===== config.mk =====
export PLATFORM = sky130hd
export DESIGN_NAME = vga_timing_gen
export DESIGN_NICKNAME = d
export VERILOG_FILES = /design/src/rtl/vga_timing_pkg.sv /design/src/rtl/vga_axis_counter.sv /design/src/rtl/vga_timing_gen.sv
export SDC_FILE = /design/constraint.sdc
export NUM_CORES = 1
export LEC_CHECK = 0
export CAP_MARGIN = 40
export CORE_MARGIN = 2
export CORE_UTILIZATION = 54
export CTS_CLUSTER_DIAMETER = 200
export DETAILED_ROUTE_END_ITERATION = 7
export GPL_TIMING_DRIVEN = 0
export PLACE_DENSITY = 0.78
export REMOVE_ABC_BUFFERS = 1
export SLEW_MARGIN = 5
export SYNTH_ARGS = -nofsm -noshare
export SYNTH_HDL_FRONTEND = slang
export SYNTH_SLANG_ARGS = --single-unit

===== constraint.sdc =====
create_clock -name pixel_clock -period 7.2 [get_ports pixel_clock]
set_input_delay 0.72 -clock pixel_clock [delete_from_list [all_inputs] [get_ports pixel_clock]]
set_output_delay 0.72 -clock pixel_clock [all_outputs]
set_load 0.01 [all_outputs]

===== src/rtl/vga_timing_pkg.sv =====
// vga_timing_pkg: shared timing record, standard modes and config validity check
// for the programmable raster generator.
package vga_timing_pkg;

    localparam int VGA_CW = 12;
    localparam int AXIS_MAX = 2 ** VGA_CW - 1;

    typedef struct packed {
        logic [VGA_CW-1:0] act;
        logic [VGA_CW-1:0] fp;
        logic [VGA_CW-1:0] s;
        logic [VGA_CW-1:0] bp;
        logic              pol;
    } axis_t;

    typedef struct packed {
        axis_t h;
        axis_t v;
    } timing_t;

    function automatic axis_t mk_axis(int act, int fp, int s, int bp, int pol);
        return '{act: VGA_CW'(act), fp: VGA_CW'(fp), s: VGA_CW'(s), bp: VGA_CW'(bp), pol: 1'(pol)};
    endfunction

    localparam timing_t MODE_640X480 = '{h: mk_axis(640, 16, 96, 48, 0), v: mk_axis(480, 10, 2, 33, 0)};
    localparam timing_t MODE_800X600 = '{h: mk_axis(800, 40, 128, 88, 1), v: mk_axis(600, 1, 4, 23, 1)};

    // The total is summed two bits wider so an overflowing mode cannot alias to a legal one.
    function automatic logic axis_ok(axis_t a);
        logic [VGA_CW+1:0] sum;
        sum = (VGA_CW+2)'(a.act) + (VGA_CW+2)'(a.fp) + (VGA_CW+2)'(a.s) + (VGA_CW+2)'(a.bp);
        return (|a.act) && (|a.fp) && (|a.s) && (|a.bp) && (sum <= (VGA_CW+2)'(AXIS_MAX));
    endfunction

    function automatic logic timing_ok(timing_t t);
        return axis_ok(t.h) && axis_ok(t.v);
    endfunction

endpackage


===== src/rtl/vga_axis_counter.sv =====
// vga_axis_counter: one raster axis; holds the active timing as precomputed
// thresholds so the per-pixel compares need no adders.
module vga_axis_counter
    import vga_timing_pkg::*;
#(
    parameter axis_t DEF = '0
) (
    input  logic              pixel_clock,
    input  logic              reset,
    input  logic              tick,
    input  logic              clear,
    input  logic              load,
    input  axis_t             timing,
    output logic [VGA_CW-1:0] count,
    output logic              wrap,
    output logic              in_sync,
    output logic              in_active,
    output logic              pol
);

    logic [VGA_CW-1:0] act, sync_start, sync_end, last;

    always_ff @(posedge pixel_clock or posedge reset)
        if (reset) begin
            act        <= DEF.act;
            sync_start <= DEF.act + DEF.fp;
            sync_end   <= DEF.act + DEF.fp + DEF.s;
            last       <= DEF.act + DEF.fp + DEF.s + DEF.bp - VGA_CW'(1);
            pol        <= DEF.pol;
        end else if (load) begin
            act        <= timing.act;
            sync_start <= timing.act + timing.fp;
            sync_end   <= timing.act + timing.fp + timing.s;
            last       <= timing.act + timing.fp + timing.s + timing.bp - VGA_CW'(1);
            pol        <= timing.pol;
        end

    always_ff @(posedge pixel_clock or posedge reset)
        if (reset)
            count <= '0;
        else if (clear)
            count <= '0;
        else if (tick)
            count <= wrap ? '0 : count + VGA_CW'(1);

    assign wrap      = count == last;
    assign in_sync   = count >= sync_start && count < sync_end;
    assign in_active = count < act;

endmodule


===== src/rtl/vga_timing_gen.sv =====
// vga_timing_gen: runtime-programmable VGA/DVI raster timing generator; new
// timing is staged in a pending slot and swapped in only at a frame boundary.
module vga_timing_gen
    import vga_timing_pkg::*;
#(
    parameter int CW     = VGA_CW,
    parameter int D_HACT = 640,
    parameter int D_HFP  = 16,
    parameter int D_HS   = 96,
    parameter int D_HBP  = 48,
    parameter int D_VACT = 480,
    parameter int D_VFP  = 10,
    parameter int D_VS   = 2,
    parameter int D_VBP  = 33,
    parameter int D_HPOL = 0,
    parameter int D_VPOL = 0
) (
    input  logic          pixel_clock,
    input  logic          reset,
    input  logic          en,
    input  logic          cfg_valid,
    output logic          cfg_ready,
    input  logic [CW-1:0] cfg_h_act,
    input  logic [CW-1:0] cfg_h_fp,
    input  logic [CW-1:0] cfg_h_s,
    input  logic [CW-1:0] cfg_h_bp,
    input  logic [CW-1:0] cfg_v_act,
    input  logic [CW-1:0] cfg_v_fp,
    input  logic [CW-1:0] cfg_v_s,
    input  logic [CW-1:0] cfg_v_bp,
    input  logic          cfg_h_pol,
    input  logic          cfg_v_pol,
    output logic          cfg_err,
    output logic          h_sync,
    output logic          v_sync,
    output logic          disp_enable,
    output logic [CW-1:0] column,
    output logic [CW-1:0] row,
    output logic          line_start,
    output logic          frame_start
);

    localparam timing_t DEF = '{h: mk_axis(D_HACT, D_HFP, D_HS, D_HBP, D_HPOL),
                                v: mk_axis(D_VACT, D_VFP, D_VS, D_VBP, D_VPOL)};

    timing_t           cfg, pend;
    logic              pend_v, xfer, cfg_ok, frame_end, apply;
    logic [VGA_CW-1:0] hc, vc;
    logic              h_wrap, h_in_sync, h_in_act, h_pol;
    logic              v_wrap, v_in_sync, v_in_act, v_pol;

    assign cfg = '{h: '{act: cfg_h_act, fp: cfg_h_fp, s: cfg_h_s, bp: cfg_h_bp, pol: cfg_h_pol},
                   v: '{act: cfg_v_act, fp: cfg_v_fp, s: cfg_v_s, bp: cfg_v_bp, pol: cfg_v_pol}};

    assign cfg_ready = !pend_v;
    assign xfer      = cfg_valid && cfg_ready;
    assign cfg_ok    = timing_ok(cfg);
    assign frame_end = en && h_wrap && v_wrap;
    // While stopped the counters sit at 0, so a pending mode can land at once.
    assign apply     = pend_v && (frame_end || !en);

    always_ff @(posedge pixel_clock or posedge reset)
        if (reset) begin
            pend   <= '0;
            pend_v <= 1'b0;
            cfg_err <= 1'b0;
        end else begin
            cfg_err <= xfer && !cfg_ok;
            if (xfer && cfg_ok) begin
                pend   <= cfg;
                pend_v <= 1'b1;
            end else if (apply)
                pend_v <= 1'b0;
        end

    vga_axis_counter #(.DEF(DEF.h)) u_h (
        .pixel_clock(pixel_clock),
        .reset(reset),
        .tick(en),
        .clear(!en),
        .load(apply),
        .timing(pend.h),
        .count(hc),
        .wrap(h_wrap),
        .in_sync(h_in_sync),
        .in_active(h_in_act),
        .pol(h_pol)
    );

    vga_axis_counter #(.DEF(DEF.v)) u_v (
        .pixel_clock(pixel_clock),
        .reset(reset),
        .tick(en && h_wrap),
        .clear(!en),
        .load(apply),
        .timing(pend.v),
        .count(vc),
        .wrap(v_wrap),
        .in_sync(v_in_sync),
        .in_active(v_in_act),
        .pol(v_pol)
    );

    always_ff @(posedge pixel_clock or posedge reset)
        if (reset) begin
            h_sync      <= !DEF.h.pol;
            v_sync      <= !DEF.v.pol;
            disp_enable <= 1'b0;
            line_start  <= 1'b0;
            frame_start <= 1'b0;
            column      <= '0;
            row         <= '0;
        end else begin
            h_sync      <= (en && h_in_sync) ? h_pol : !h_pol;
            v_sync      <= (en && v_in_sync) ? v_pol : !v_pol;
            disp_enable <= en && h_in_act && v_in_act;
            line_start  <= en && hc == '0 && v_in_act;
            frame_start <= en && hc == '0 && vc == '0;
            column      <= hc;
            row         <= vc;
        end

endmodule


Word-level counts from Yosys, hierarchy flattened
Index checks and enable logic that the tools add are counted.

word-level totals
  bits in registers = 251
  output and inout bits = 31

cells by class
  mux-type cells = 9
  $add $sub $neg = 16
  reduce and logical (&&, ||, !) cells = 41
  equality and inequality tests = 3
  order comparisons = 8

operators by type and width
  cell                                                              number
  OR reduction 12 bit                                               8
  adder 12 bit                                                      6
  2-to-1 mux 12 bit                                                 5
  less-than comparator 12 bit                                       4
  adder 13 x 12 -> 14 bit                                           2
  adder 14 x 12 -> 14 bit                                           2
  less-or-equal comparator 14 x 12 -> 1 bit, second input constant  2
  adder 12 x 12 -> 13 bit                                           2
  adder 12 x 1 -> 12 bit, second input constant                     2
  equality test 12 bit                                              2
  >= comparator 12 bit                                              2
  logical AND 1 bit                                                 24
  logical NOT 12 bit                                                2
  subtractor 12 x 1 -> 12 bit, second input constant                2
  logical NOT 1 bit                                                 5
  2-to-1 mux 1 bit                                                  4
  inequality test 2 x 1 -> 1 bit, second input constant             1
  nonzero test 2 bit                                                1
  logical OR 1 bit                                                  1

Depth between registers and ports, before layout
Gate-level depths: netlist of the first run.

  depth in word-level cells = 8
  depth in mapped cells = 25

Cells and area by module
From an unflattened synthesis of the first run, not the netlist that was laid out.

second synthesis, totals
  cells, all modules = 1623
  area, all modules = 16653.5 sq um

modules (own cells, without submodules)
  module                   area each (sq um)  times used  cells an instance
  vga_timing_gen           6876.6             1           555
  vga_axis_counter at u_v  4889.7             1           534
  vga_axis_counter at u_h  4887.2             1           534

Worst setup path before layout of the first run
OpenSTA, ideal clock, no wires.

  path kind = reg-to-reg
  from = register pend[25] (netlist name)
  to = register u_v.last[11]
  cell stages (with the launch flop) = 21
  library setup time = 133 ps
  clock period less this slack = 4443 ps
  arrival time = 4309 ps
  slack = 2757 ps
  data required time = 7067 ps
  buffers on the path = 0
  cell sequence = dfrtp_1 ha_1 fa_1 xor2_1 ha_1 nor2b_1 o21ai_0 nand2b_1 a21o_1 a2111oi_0 nor3_1 xnor2_1 ha_1 inv_1 ha_1 o41a_1 a21o_1 a21oi_1 xnor2_1 xnor2_1 o21ai_0

on the way
  longest elaborated chain between the ends = 4

ends and longest elaborated chain
  what                         RTL line                RTL
  start: declaration           vga_timing_gen.sv:46    timing_t cfg, pend;
  start signal: assignment     vga_timing_gen.sv:70    pend <= cfg;
  adder 12 bit (3 in a row)    vga_axis_counter.sv:34  last <= timing.act + timing.fp + timing.s + timing.bp - VGA_CW'(1);
  subtractor 12 x 1 -> 12 bit  vga_axis_counter.sv:34
  end signal: assignment       vga_axis_counter.sv:28  last <= DEF.act + DEF.fp + DEF.s + DEF.bp - VGA_CW'(1);
  end signal: assignment       vga_axis_counter.sv:34
  end: declaration             vga_axis_counter.sv:21  logic [VGA_CW-1:0] act, sync_start, sync_end, last;

No other way between the ends.
A chain may end at the register's enable or synchronous reset.

Worst setup path after layout of the first run
  from = input cfg_v_act[2]
  to = register pend[48] (netlist name)

on the way
  longest elaborated chain between the ends = 7

ends and longest elaborated chain
  what                                                                            RTL line                                    RTL
  start: declaration                                                              vga_timing_gen.sv:27                        input logic [CW-1:0] cfg_v_act,
  adder 12 x 12 -> 13 bit or OR reduction 12 bit (tied branches)                  vga_timing_pkg.sv:31, vga_timing_pkg.sv:32
  adder 13 x 12 -> 14 bit or logical AND 1 bit (tied branches)                    vga_timing_pkg.sv:31, vga_timing_pkg.sv:32
  adder 14 x 12 -> 14 bit or logical AND 1 bit (tied branches)                    vga_timing_pkg.sv:31, vga_timing_pkg.sv:32
  less-or-equal comparator 14 x 12 -> 1 bit or logical AND 1 bit (tied branches)  vga_timing_pkg.sv:32                        return (|a.act) && (|a.fp) && (|a.s) && (|a.bp) && (sum <= (VGA_CW+2)'(AXIS_MAX));
  logical AND 1 bit *                                                             vga_timing_pkg.sv:32
  logical AND 1 bit *                                                             vga_timing_pkg.sv:36                        return axis_ok(t.h) && axis_ok(t.v);
  logical AND 1 bit *                                                             vga_timing_gen.sv:69                        if (xfer && cfg_ok) begin

Mark *: on every way between the ends. The rest lies on a longest branch, timed or not.

==> results.sh, run 1 <==
export IMPL_status="completed"
export IMPL_crit_top_cell="a21o_1"
export IMPL_io_pins=133
export IMPL_async_flop_share_pct=100.0
export IMPL_clock_path_buffers=3
export IMPL_drc_errors=0
export IMPL_worst_endpoint_arrival_ns=5.69
export IMPL_globalplace_congestion=0.9056
export IMPL_max_slew_margin_rel_pct=44.34
export IMPL_die_area_mm2=0.03232
export IMPL_cts_inserted_buffers=27
export IMPL_htree_levels=1
export IMPL_drtAntennaViolNets=0
export IMPL_path_class="in -> reg"
export IMPL_dr_pass1_iters=5
export IMPL_fillers=2356
export IMPL_cts_root_buf="clkbuf_16"
export IMPL_hold_violations=0
export IMPL_ys_seq_elements=251
export IMPL_cts_resized=0
export IMPL_post_place_ws_ns=1.374
export IMPL_fin_nets=2088
export IMPL_via_per_inst=5.525
export IMPL_vias=11960
export IMPL_die_h_um=179.8
export IMPL_synth_cells=1615
export IMPL_slowest_stage="nand3_4"
export IMPL_final_cell_mix="inv_1, dfrtp_1, ha_1"
export IMPL_cp_buffers_inverters=4
export IMPL_synth_top_area_share_pct=31.95
export IMPL_final_max_slew_viol_count=0
export IMPL_ys_warn_count=0
export IMPL_core_area_mm2=0.03051
export IMPL_grt_setup_unrepaired="false"
export IMPL_grt_pass1_vias=12430
export IMPL_period_minus_slack_ns=5.274
export IMPL_post_place_cells=2114
export IMPL_drive_above_1_share_pct=12.16
export IMPL_grt_max_degree=120
export IMPL_start_kind="input port"
export IMPL_setup_viol=0
export IMPL_skew_ns=0.01652
export IMPL_port_buffers=132
export IMPL_clk_pin_slew_ns=0.06
export IMPL_yosysTopAreaCell="dfrtp_1"
export IMPL_netlist_area_mm2=0.01668
export IMPL_first_iter_violations=805
export IMPL_grt_total_usage_pct=24.37
export IMPL_routed_wl_um=38840
export IMPL_die_x_um=179.8
export IMPL_wl_per_cell_um=17.95
export IMPL_crit_family="adder cells"
export IMPL_finish_utilization_pct=63.59
export IMPL_period_share_pct=73.25
export IMPL_path_max_fanout=51
export IMPL_postCtsSetupBuffers=0
export IMPL_fin_cells=2164
export IMPL_worst_pin_slew_ns=0.8349
export IMPL_grt_pass1_wl_um=63780
export IMPL_holdBufCountCts=0
export IMPL_start_util_pct=54.69
export IMPL_synth_avg_cell_area_um2=10.33
export IMPL_antenna_cells=0
export IMPL_final_common_cell="inv_1"
export IMPL_worstPathCellList="clkdlybuf4s50_1 > inv_1 > fa_1 > fa_1 > inv_1 > ha_1 > a21o_1 > a21o_1 > a21o_1 > a21oi_1 > o21ai_0 > xnor2_1 > and3_1 > nand3_4 > buf_16 > mux2_1"
export IMPL_grt_overflow_total=0
export IMPL_slowest_delay_ns=0.62
export IMPL_final_setup_worst_slack_ns=1.926
export IMPL_hold_path_class="reg -> reg"
export IMPL_clk_latency_ns=0.55
export IMPL_crit_required_ns=7.62
export IMPL_row_count=64
export IMPL_synth_seq_area_share_pct=37.93
export IMPL_fmax_mhz=189.6
export IMPL_synth_flop_cell="dfrtp_1"
export IMPL_antenna_found_initial=0
export IMPL_multi_input_area_mm2=0.009041
export IMPL_area_growth_pct=16.28
export IMPL_seqCellArea_mm2=0.006329
export IMPL_cp_end_kind="flip-flop"
export IMPL_cap_viol_max_count=0
export IMPL_synthTopCellsByArea="dfrtp_1, ha_1, mux2_2"
export IMPL_synth_cell_types=61
export IMPL_fin_hold_ws_ns=0.4239
export IMPL_dp_final_hpwl_um=29980
export IMPL_tritoncts="done"
export IMPL_cts_sinks=251
export IMPL_synth_edf_count=0
-- stage by stage --
step	instance area, µm²	setup TNS (ns)
global placement	18270	-978.28
finish	19400	0
CTS	19400	0
floorplan	16450	-76.06
detailed placement	18410	0
global route	19400	0
-- cells by family (layout without fill, tap and decap cells) --
logic type | Yosys count | count (layout) | synth area share (%)
adders and majority gates | 239 | 239 | 20.35
DFF | 251 | 251 | 37.93
and+or+nand+nor | 282 | 282 | 8.541
muxes | 150 | 150 | 9.929
AOI/OAI and AO/OA | 265 | 265 | 9.944
buffers and inverters | 327 | 480 | 8.001
xor gates and xnor gates | 101 | 101 | 5.302
-- sequential cells by signal, summed over array words and instances, names as in the netlist --
signal / count
row: 12
line_start: 1
pend_v: 1
u_v.count: 12
u_v.act: 12
cfg_err: 1
u_v.sync_start: 12
h_sync: 1
u_v.pol: 1
u_h.pol: 1
pend: 98
u_h.act: 12
u_v.last: 12
u_h.sync_start: 12
v_sync: 1
column: 12
u_h.sync_end: 12
u_h.count: 12
u_v.sync_end: 12
frame_start: 1
u_h.last: 12
disp_enable: 1
-- cell usage after synthesis (all sizes together) (44+ instances only) --
| cell | number |
|---|---|
| nor2 | 44 |
| a21oi | 52 |
| ha | 185 |
| inv | 294 |
| o21ai | 101 |
| nand2 | 76 |
| fa | 54 |
| xnor2 | 46 |
| dfrtp | 213 |
| mux2 | 124 |
| xor2 | 55 |
-- final timing paths --
path | start | to | slack, ns | cells after the start
max | cfg_v_act[2] | pend[48]$_DFFE_PP0P_ | 1.93 | 16
min | u_h.pol$_DFFE_PP0P_ | h_sync$_DFF_PP1_ | 0.42 | 1
max reg2reg | pend[86]$_DFFE_PP0P_ | u_h.last[11]$_DFFE_PP0P_ | 2.18 | 25
min reg2reg | u_h.pol$_DFFE_PP0P_ | h_sync$_DFF_PP1_ | 0.42 | 1
max in group asynchronous | reset | u_h.count[6]$_DFF_PP0_ | 5.31 | 4
min in group asynchronous | reset | cfg_err$_DFF_PP0_ | 0.58 | 2
-- area by class of cell --
type                       count  area share, %
multi-input combinational   1037          46.60
inverter                     294          5.727
timing repair buffer         136          7.378
clock inverter                14          1.309
sequential                   251          32.62
clock buffer                  36          3.811
tap                          396          2.554
-- metal layers --
metal	vias up	routed length, µm	global-route usage (%)
li1	5727	-	-
met4	0	1131	7.707
met5	-	0	0
met1	5833	17960	34.85
met3	70	1910	2.694
met2	327	17830	39.08
Power of run 1 is left out: the tool's default activity adds up to more than one toggle a clock period on the data nets, which glitch-free logic cannot reach.
==> run 2: changes to the inputs <==
==> constraint.sdc (replaced) <==
create_clock -name pixel_clock -period 4.8 [get_ports pixel_clock]
set_input_delay 0.48 -clock pixel_clock [delete_from_list [all_inputs] [get_ports pixel_clock]]
set_output_delay 0.48 -clock pixel_clock [all_outputs]
set_load 0.01 [all_outputs]
==> run 2 against run 1 <==
Against the previous run: count of clock-buffer cells in the layout stayed put; register-to-register slack worse by 2.1 ns; core utilization is 1.5 points higher; hold slack worse by 0.084 ns; first-iteration DRC count is 14% higher; clock skew is 0.0012 ns lower; largest cell class unchanged; critical endpoint is now u_h.last[11]$_DFFE_PP0P_; via count is 2.2% higher; design area is 2.4% higher.
==> results.sh, run 2 (synthesis gave the netlist of run 1 again) <==
export IMPL_seqCellArea_mm2=0.006329
export IMPL_htree_levels=1
export IMPL_io_pins=133
export IMPL_dp_final_hpwl_um=29980
export IMPL_crit_top_cell="ha_1"
export IMPL_tritoncts="done"
export IMPL_worst_endpoint_arrival_ns=5.17
export IMPL_drive_above_1_share_pct=15.63
export IMPL_cp_end_kind="flip-flop"
export IMPL_setup_viol=0
export IMPL_routed_wl_um=40640
export IMPL_hold_path_class="in -> async"
export IMPL_die_area_mm2=0.03232
export IMPL_final_setup_worst_slack_ns=0.04448
export IMPL_cts_root_buf="clkbuf_16"
export IMPL_clk_latency_ns=0.55
export IMPL_grt_pass1_vias=12570
export IMPL_vias=12230
export IMPL_row_count=64
export IMPL_worstPathCellList="ha_4 > inv_1 > fa_2 > nor2b_1 > o21ai_1 > a21boi_1 > o21ai_1 > nand2b_1 > a31oi_4 > xnor2_2 > ha_1 > buf_4 > xnor2_2 > ha_1 > inv_1 > ha_1 > or3_4 > a311oi_4 > o41ai_2 > a21oi_2 > xnor2_1 > xnor2_1 > o21ai_0"
export IMPL_cp_buffers_inverters=3
export IMPL_final_max_slew_viol_count=0
export IMPL_via_per_inst=5.590
export IMPL_path_class="reg -> reg"
export IMPL_path_max_fanout=5
export IMPL_clk_pin_slew_ns=0.06
export IMPL_worst_pin_slew_ns=0.7231
export IMPL_fmax_mhz=210.3
export IMPL_first_iter_violations=919
export IMPL_slowest_stage="dfrtp_1"
export IMPL_antenna_cells=0
export IMPL_finish_utilization_pct=65.11
export IMPL_hold_violations=0
export IMPL_drc_errors=0
export IMPL_largest_register_ffs=98
export IMPL_die_h_um=179.8
export IMPL_wl_per_cell_um=18.58
export IMPL_crit_family="adder cells"
export IMPL_grt_pass1_wl_um=64740
export IMPL_tns_ns=0
export IMPL_cts_sinks=251
export IMPL_antenna_found_initial=0
export IMPL_final_common_cell="inv_1"
export IMPL_max_slew_margin_rel_pct=51.68
export IMPL_holdBufCountCts=0
export IMPL_grt_total_usage_pct=24.78
export IMPL_final_cell_mix="inv_1, dfrtp_1, ha_1"
export IMPL_dr_pass1_iters=5
export IMPL_skew_ns=0.01530
export IMPL_drtAntennaViolNets=0
export IMPL_slowest_delay_ns=0.44
export IMPL_start_util_pct=54.69
export IMPL_grt_overflow_total=0
export IMPL_globalplace_congestion=0.9056
export IMPL_post_place_ws_ns=-0.7863
export IMPL_grt_max_degree=120
export IMPL_cts_inserted_buffers=27
export IMPL_port_buffers=132
export IMPL_period_minus_slack_ns=4.756
export IMPL_crit_required_ns=5.21
export IMPL_fin_nets=2111
export IMPL_status="completed"
export IMPL_multi_input_area_mm2=0.009346
export IMPL_area_growth_pct=19.06
export IMPL_ff2ff_setup_slack_ns=0.04
export IMPL_clock_path_buffers=3
export IMPL_fillers=2259
export IMPL_period_share_pct=99.07
export IMPL_die_x_um=179.8
export IMPL_core_area_mm2=0.03051
export IMPL_start_kind="flip-flop"
export IMPL_cap_viol_max_count=0
export IMPL_largest_register="pend"
export IMPL_grt_setup_unrepaired="true"
## run 2: what timing repair did
| action | 4_1_cts | 5_1_grt |
|---|---|---|
| resized for setup | 22 | 36 |
| pin swaps | 12 | 31 |
| setup endpoints to repair | 51 | 66 |
| cloned | 1 | 1 |
| setup buffers | 10 | 11 |
| hold endpoints to repair | 0 | 0 |
## run 2: path summary, 6_finish.rpt
check                                startpoint                        to  cells after the start
hold reg to reg             u_h.pol$_DFFE_PP0P_          h_sync$_DFF_PP1_                      1
hold / removal                            reset         cfg_err$_DFF_PP0_                      2
setup reg to reg           pend[86]$_DFFE_PP0P_  u_h.last[11]$_DFFE_PP0P_                     23
setup / recovery           pend[86]$_DFFE_PP0P_  u_h.last[11]$_DFFE_PP0P_                     23
max in group asynchronous                 reset    u_h.count[4]$_DFF_PP0_                      4
min in group pixel_clock    u_h.pol$_DFFE_PP0P_          h_sync$_DFF_PP1_                      1
## run 2: cell type report
cell class                 instances  share of cell area [%]
multi-input combinational       1039                   47.05
sequential                       251                   31.86
timing repair buffer             157                   7.999
inverter                         294                   5.593
clock buffer                      36                   3.723
tap                              396                   2.494
clock inverter                    14                   1.279
## run 2: through the flow
stage          hold slack, ns  cells  area, µm²
6_report               0.3402   2187      19860
5_1_grt                0.3847   2187      19860
4_1_cts                0.3632   2175      19580
3_5_place_dp           0.4166   2114      18410
3_3_place_gp           0.4103   2110      18270
2_1_floorplan          0.4017   1582      16450
## run 2: per-layer routing
metal	GRT usage, %	share of wire, %	up-vias
met5	0	0	-
met1	35.16	44	5969
met3	3.100	6.1	86
met4	7.935	3.1	0
li1	-	-	5777
met2	39.77	46	394
Power of run 2 is left out for the same reason.
==> run 3: changes to the inputs <==
--- a/config.mk
+++ b/config.mk
@@ -11,6 +11,7 @@
 export CTS_CLUSTER_DIAMETER = 200
 export DETAILED_ROUTE_END_ITERATION = 7
 export GPL_TIMING_DRIVEN = 0
+export MAX_ROUTING_LAYER = met4
 export PLACE_DENSITY = 0.78
 export REMOVE_ABC_BUFFERS = 1
 export SLEW_MARGIN = 5
==> run 3 against run 2 <==
Against the previous run: the flow now finishes with violations (negative setup slack); sequential share of layout area shrank 0.13 points; non-clock buffer count rose by 1; fmax decreased by 1.3%; largest cell class unchanged.
==> results.sh, run 3 (synthesis gave the netlist of run 1 again) <==
export IMPL_grt_setup_unrepaired="true"
export IMPL_drc_errors=0
export IMPL_grt_pass1_vias=12340
export IMPL_design_area_mm2=0.01996
export IMPL_drtAntennaViolNets=0
export IMPL_row_count=64
export IMPL_antenna_found_initial=0
export IMPL_fmax_mhz=207.6
export IMPL_slowest_stage="dfrtp_1"
export IMPL_slowest_delay_ns=0.43
export IMPL_path_max_fanout=5
export IMPL_via_per_inst=5.643
export IMPL_setup_viol=1
export IMPL_start_kind="flip-flop"
export IMPL_dr_pass1_iters=5
export IMPL_start_util_pct=54.69
export IMPL_ff2ff_setup_slack_ns=-0.02
export IMPL_r2r_start="pend[86]$_DFFE_PP0P_"
export IMPL_worst_endpoint_arrival_ns=5.23
export IMPL_hold_path_class="in -> async"
export IMPL_placed_area_mm2=0.01841
export IMPL_port_buffers=132
export IMPL_failed_checks="negative setup slack"
export IMPL_worst_pin_slew_ns=0.7238
export IMPL_htree_levels=1
export IMPL_clock_path_buffers=3
export IMPL_max_slew_margin_rel_pct=51.63
export IMPL_cts_root_buf="clkbuf_16"
export IMPL_die_area_mm2=0.03232
export IMPL_final_max_slew_viol_count=0
export IMPL_cts_inserted_buffers=28
export IMPL_die_x_um=179.8
export IMPL_area_growth_pct=19.60
export IMPL_hold_violations=0
export IMPL_fillers=2273
export IMPL_final_setup_worst_slack_ns=-0.01599
export IMPL_grt_pass1_wl_um=64430
export IMPL_clk_pin_slew_ns=0.06
export IMPL_clk_latency_ns=0.55
export IMPL_crit_top_cell="ha_1"
export IMPL_cp_end_kind="flip-flop"
export IMPL_vias=12360
export IMPL_antenna_cells=0
export IMPL_period_share_pct=100.3
export IMPL_final_common_cell="inv_1"
export IMPL_first_iter_violations=891
export IMPL_final_cell_mix="inv_1, dfrtp_1, ha_1"
export IMPL_routed_wl_um=41000
export IMPL_io_pins=133
export IMPL_skew_ns=0.01327
export IMPL_grt_overflow_total=0
export IMPL_worstPathCellList="ha_4 > buf_4 > a211oi_2 > o21ai_2 > or3_1 > a31oi_4 > o21ai_0 > xnor2_1 > ha_1 > nor2b_1 > a2111oi_2 > o311a_1 > ha_1 > inv_1 > ha_1 > a21oi_2 > xnor2_2 > xnor2_1 > o21ai_0"
export IMPL_largest_register="pend"
export IMPL_cap_viol_max_count=0
export IMPL_cp_startpoint="pend[86]$_DFFE_PP0P_"
export IMPL_core_area_mm2=0.03051
export IMPL_largest_register_ffs=98
export IMPL_period_minus_slack_ns=4.816
export IMPL_wl_per_cell_um=18.72
export IMPL_crit_required_ns=5.21
export IMPL_cts_sinks=251
export IMPL_grt_total_usage_pct=25.29
export IMPL_grt_max_degree=109
export IMPL_dp_final_hpwl_um=30030
export IMPL_drive_above_1_share_pct=16.16
export IMPL_status="complete, but fails checks"
export IMPL_globalplace_congestion=0.9192
export IMPL_fin_nets=2113
export IMPL_path_class="reg -> reg"
export IMPL_tritoncts="done"
export IMPL_die_h_um=179.8
export IMPL_holdBufCountCts=0
==> run 3: cell types whose count changed in the layout (fill, tap and decap cells not counted), moves of 3 or more <==
| cell | before | now |
|---|---|---|
| o21ai_1 | 8 | 5 |
| ha_1 | 179 | 174 |
| ha_2 | 2 | 5 |
| xor2_2 | 5 | 0 |
| xor2_1 | 50 | 53 |
==> run 3: repair_timing <==
action                                  4_1_cts  5_1_grt
gates cloned                                  1        1
buffers inserted                              2       20
endpoints found under the setup margin       41       55
gates resized for setup                      11       56
pin swaps                                     6       32
==> run 3: final cells by class <==
class                      count  area (µm²)  area share, %
multi-input combinational   1039        9410          47.16
sequential                   251        6331          31.73
clock buffer                  40       817.0          4.094
tap                          396       495.5          2.483
inverter                     294        1111          5.568
clock inverter                12       190.2         0.9530
timing repair buffer         158        1600          8.019
==> run 3: worst paths after layout <==
check,to,cells after the start
worst min-delay path,cfg_err$_DFF_PP0_,2
worst min register to register,h_sync$_DFF_PP1_,1
max in group asynchronous,v_sync$_DFF_PP1_,4
worst max-delay path,u_h.last[11]$_DFFE_PP0P_,19
worst max register to register,u_h.last[11]$_DFFE_PP0P_,19
min in group pixel_clock,h_sync$_DFF_PP1_,1
==> run 3: critical path: cells and delay by family, from the launching register on <==
family | cells | cell delay, ns
AOI/OAI and AO/OA | 8 | 1.78
DFF | 1 | 0.43
buffers and inverters | 2 | 0.20
xor gates and xnor gates | 3 | 0.65
and+or+nand+nor | 2 | 0.55
adders and majority gates | 4 | 1.07
==> run 3: metrics by stage <==
stage               setup WS, ns  instances  setup TNS, ns  hold slack (ns)  util (%)
global placement          -5.727       2110       -1838.09           0.4097     59.88
floorplan                 -2.517       1582        -724.48           0.4017         -
CTS                     -0.09257       2169       -0.09257           0.4151     63.87
global route             -0.2350       2190        -0.3170           0.4299     65.41
detailed placement       -0.7200       2114         -49.71           0.4174     60.33
finish                  -0.01599       2190       -0.01599           0.3952     65.41
==> run 3: metal layers <==
metal	track usage [%]	part of all wire, %	vias to the layer above
li1	-	-	5796
met1	35.24	45	6096
met2	39.89	47	387
met3	2.573	5.1	79
met4	6.472	2.6	0
met5	-	0	-
Power of run 3 is left out for the same reason.
==> patch, RTL diff (settings of run 2) <==
Set the package constant `VGA_CW` to 13 (it was 12).
--- a/src/rtl/vga_timing_pkg.sv
+++ b/src/rtl/vga_timing_pkg.sv
@@ -2,7 +2,7 @@
 // for the programmable raster generator.
 package vga_timing_pkg;
 
-    localparam int VGA_CW = 12;
+    localparam int VGA_CW = 13;
     localparam int AXIS_MAX = 2 ** VGA_CW - 1;
 
     typedef struct packed {
Interface: changed (10 resized); port bits go from 133 to 143. The function was not compared with the original's and may differ.
==> patch against run 2 <==
- the flow now finishes with violations (negative setup slack)
- area after synthesis rose by 7.2%
- fmax fell by 4.0%
- wire length rose by 11%
- core utilization rose by 1.1 points
- sequential cell count rose by 20
- global-route usage rose by 1.2 points
- worst setup slack got worse by 0.20 ns
- cell area rose by 8.7%
Power is not shown: default switching activity piles up to over one toggle a cycle in this logic, so the estimate is an artifact.
==> patch: results <==
timing:
  whs_ns: 0.3560
  worst_pin_slew_ns: 0.8735
  finalSetupTns_ns: -0.2090
  skew_ns: 0.01772
  setup_slack_ns: -0.1562
  finalSetupViolations: 2
  min_period_ns: 4.956
worst_setup_path:
  r2r_setup_slack_ns: -0.16
  cp_data_arrival_time_ns: 5.39
  start_kind: "flop"
  r2r_cells: 24
  crit_path_end_kind: "flop"
  worst_r2r_startpoint: "pend[40]$_DFFE_PP0P_"
  r2r_end: "u_v.last[12]$_DFFE_PP0P_"
place:
  port_buffers: 142
  placed_area_um2: 19890
  place_congestion: 0.8788
  dp_slack_ns: -0.5640
  dpl.hpwl_mm: 32.80
global_routing:
  first_global_vias: 13610
  grt_pass1_wl_mm: 70.55
  grt_usage: 0.2600
  grt_max_degree: 107
finish:
  stdcell_area_um2: 21600
  largest_register: "pend"
  finalNetCount: 2280
  drive_gt1_frac: 0.1722
  largest_reg_flops: 106
  fill_cells: 2370
  antenna_cells: 0
cts:
  cts_max_level: 1
  clock_latency_ns: 0.56
  clk_pin_slew_worst_paths_ns: 0.06
  cts_buffers: 30
drt:
  finalWirelength_mm: 45.03
  drtIter0Drc: 830
  routedWlPerCell_um: 18.95
  dr.pass1.iters: 5
  vias: 13200
outcome:
  violations: "negative setup slack"
  status: "complete, but fails checks"
yosys:
  synth_area_leaders: "dfrtp_1, ha_1, mux2_2, inv_1, fa_1"
  synth_ff_type: "dfrtp_1"
  ys_warn_count: 0
  async_reset_ff_frac: 1.000
  yosys-top-cells-count: "inv_1, dfrtp_1, ha_1, mux2_2, o21ai_0"
  ys_seq_area_frac: 0.3817
  avgSynthCellArea_um2: 10.37
  yosysUniqueCellTypes: 64
hold_path:
  hp-class: "in -> async"
-- patch: repair_timing --
action                                  4_1_cts  5_1_grt
hold endpoints to repair                      0        0
buffers inserted                             10       22
cloned                                        0        2
pin swaps                                    16       51
resized for setup                            30       48
endpoints found under the setup margin        5       84
-- patch: area by class of cell --
type,count,area share
repair buffers,186,0.08776
flip-flops and latches,271,0.3162
clock buffers,47,0.04194
multi-input cells,1106,0.4666
well taps,442,0.02560
inverters,315,0.05509
clock inverters,9,0.006835
-- patch: worst max-delay path, cell delays in order, from the launching register on --
cell	delay, ns
dfrtp_1	0.36
ha_2	0.20
inv_2	0.04
fa_2	0.39
nor2b_2	0.14
o31a_1	0.21
o221ai_2	0.13
nand2b_1	0.15
xor2_2	0.28
ha_4	0.27
and2_4	0.15
a311oi_2	0.25
nand2_1	0.17
xnor2_2	0.26
ha_1	0.28
inv_2	0.07
ha_4	0.19
and2_4	0.17
a221oi_4	0.28
o21ai_2	0.12
a21o_1	0.19
a21oi_2	0.14
xnor2_1	0.15
xnor2_1	0.16
o21ai_1	0.09
-- patch: metal layers --
metal / global-route usage / vias up / part of all wire
met5: 0 / - / 0
met4: 0.08063 / 0 / 0.027
met3: 0.03874 / 86 / 0.071
met2: 0.4106 / 439 / 0.46
met1: 0.3706 / 6487 / 0.45
li1: - / 6185 / -
-- patch: cells by family after synthesis --
kind of cell | share of synthesized area
buffers and inverters | 0.07748
and+or+nand+nor | 0.08377
adders and majority gates | 0.2061
muxes | 0.09748
xor gates and xnor gates | 0.05412
DFF | 0.3817
AOI/OAI and AO/OA | 0.09937
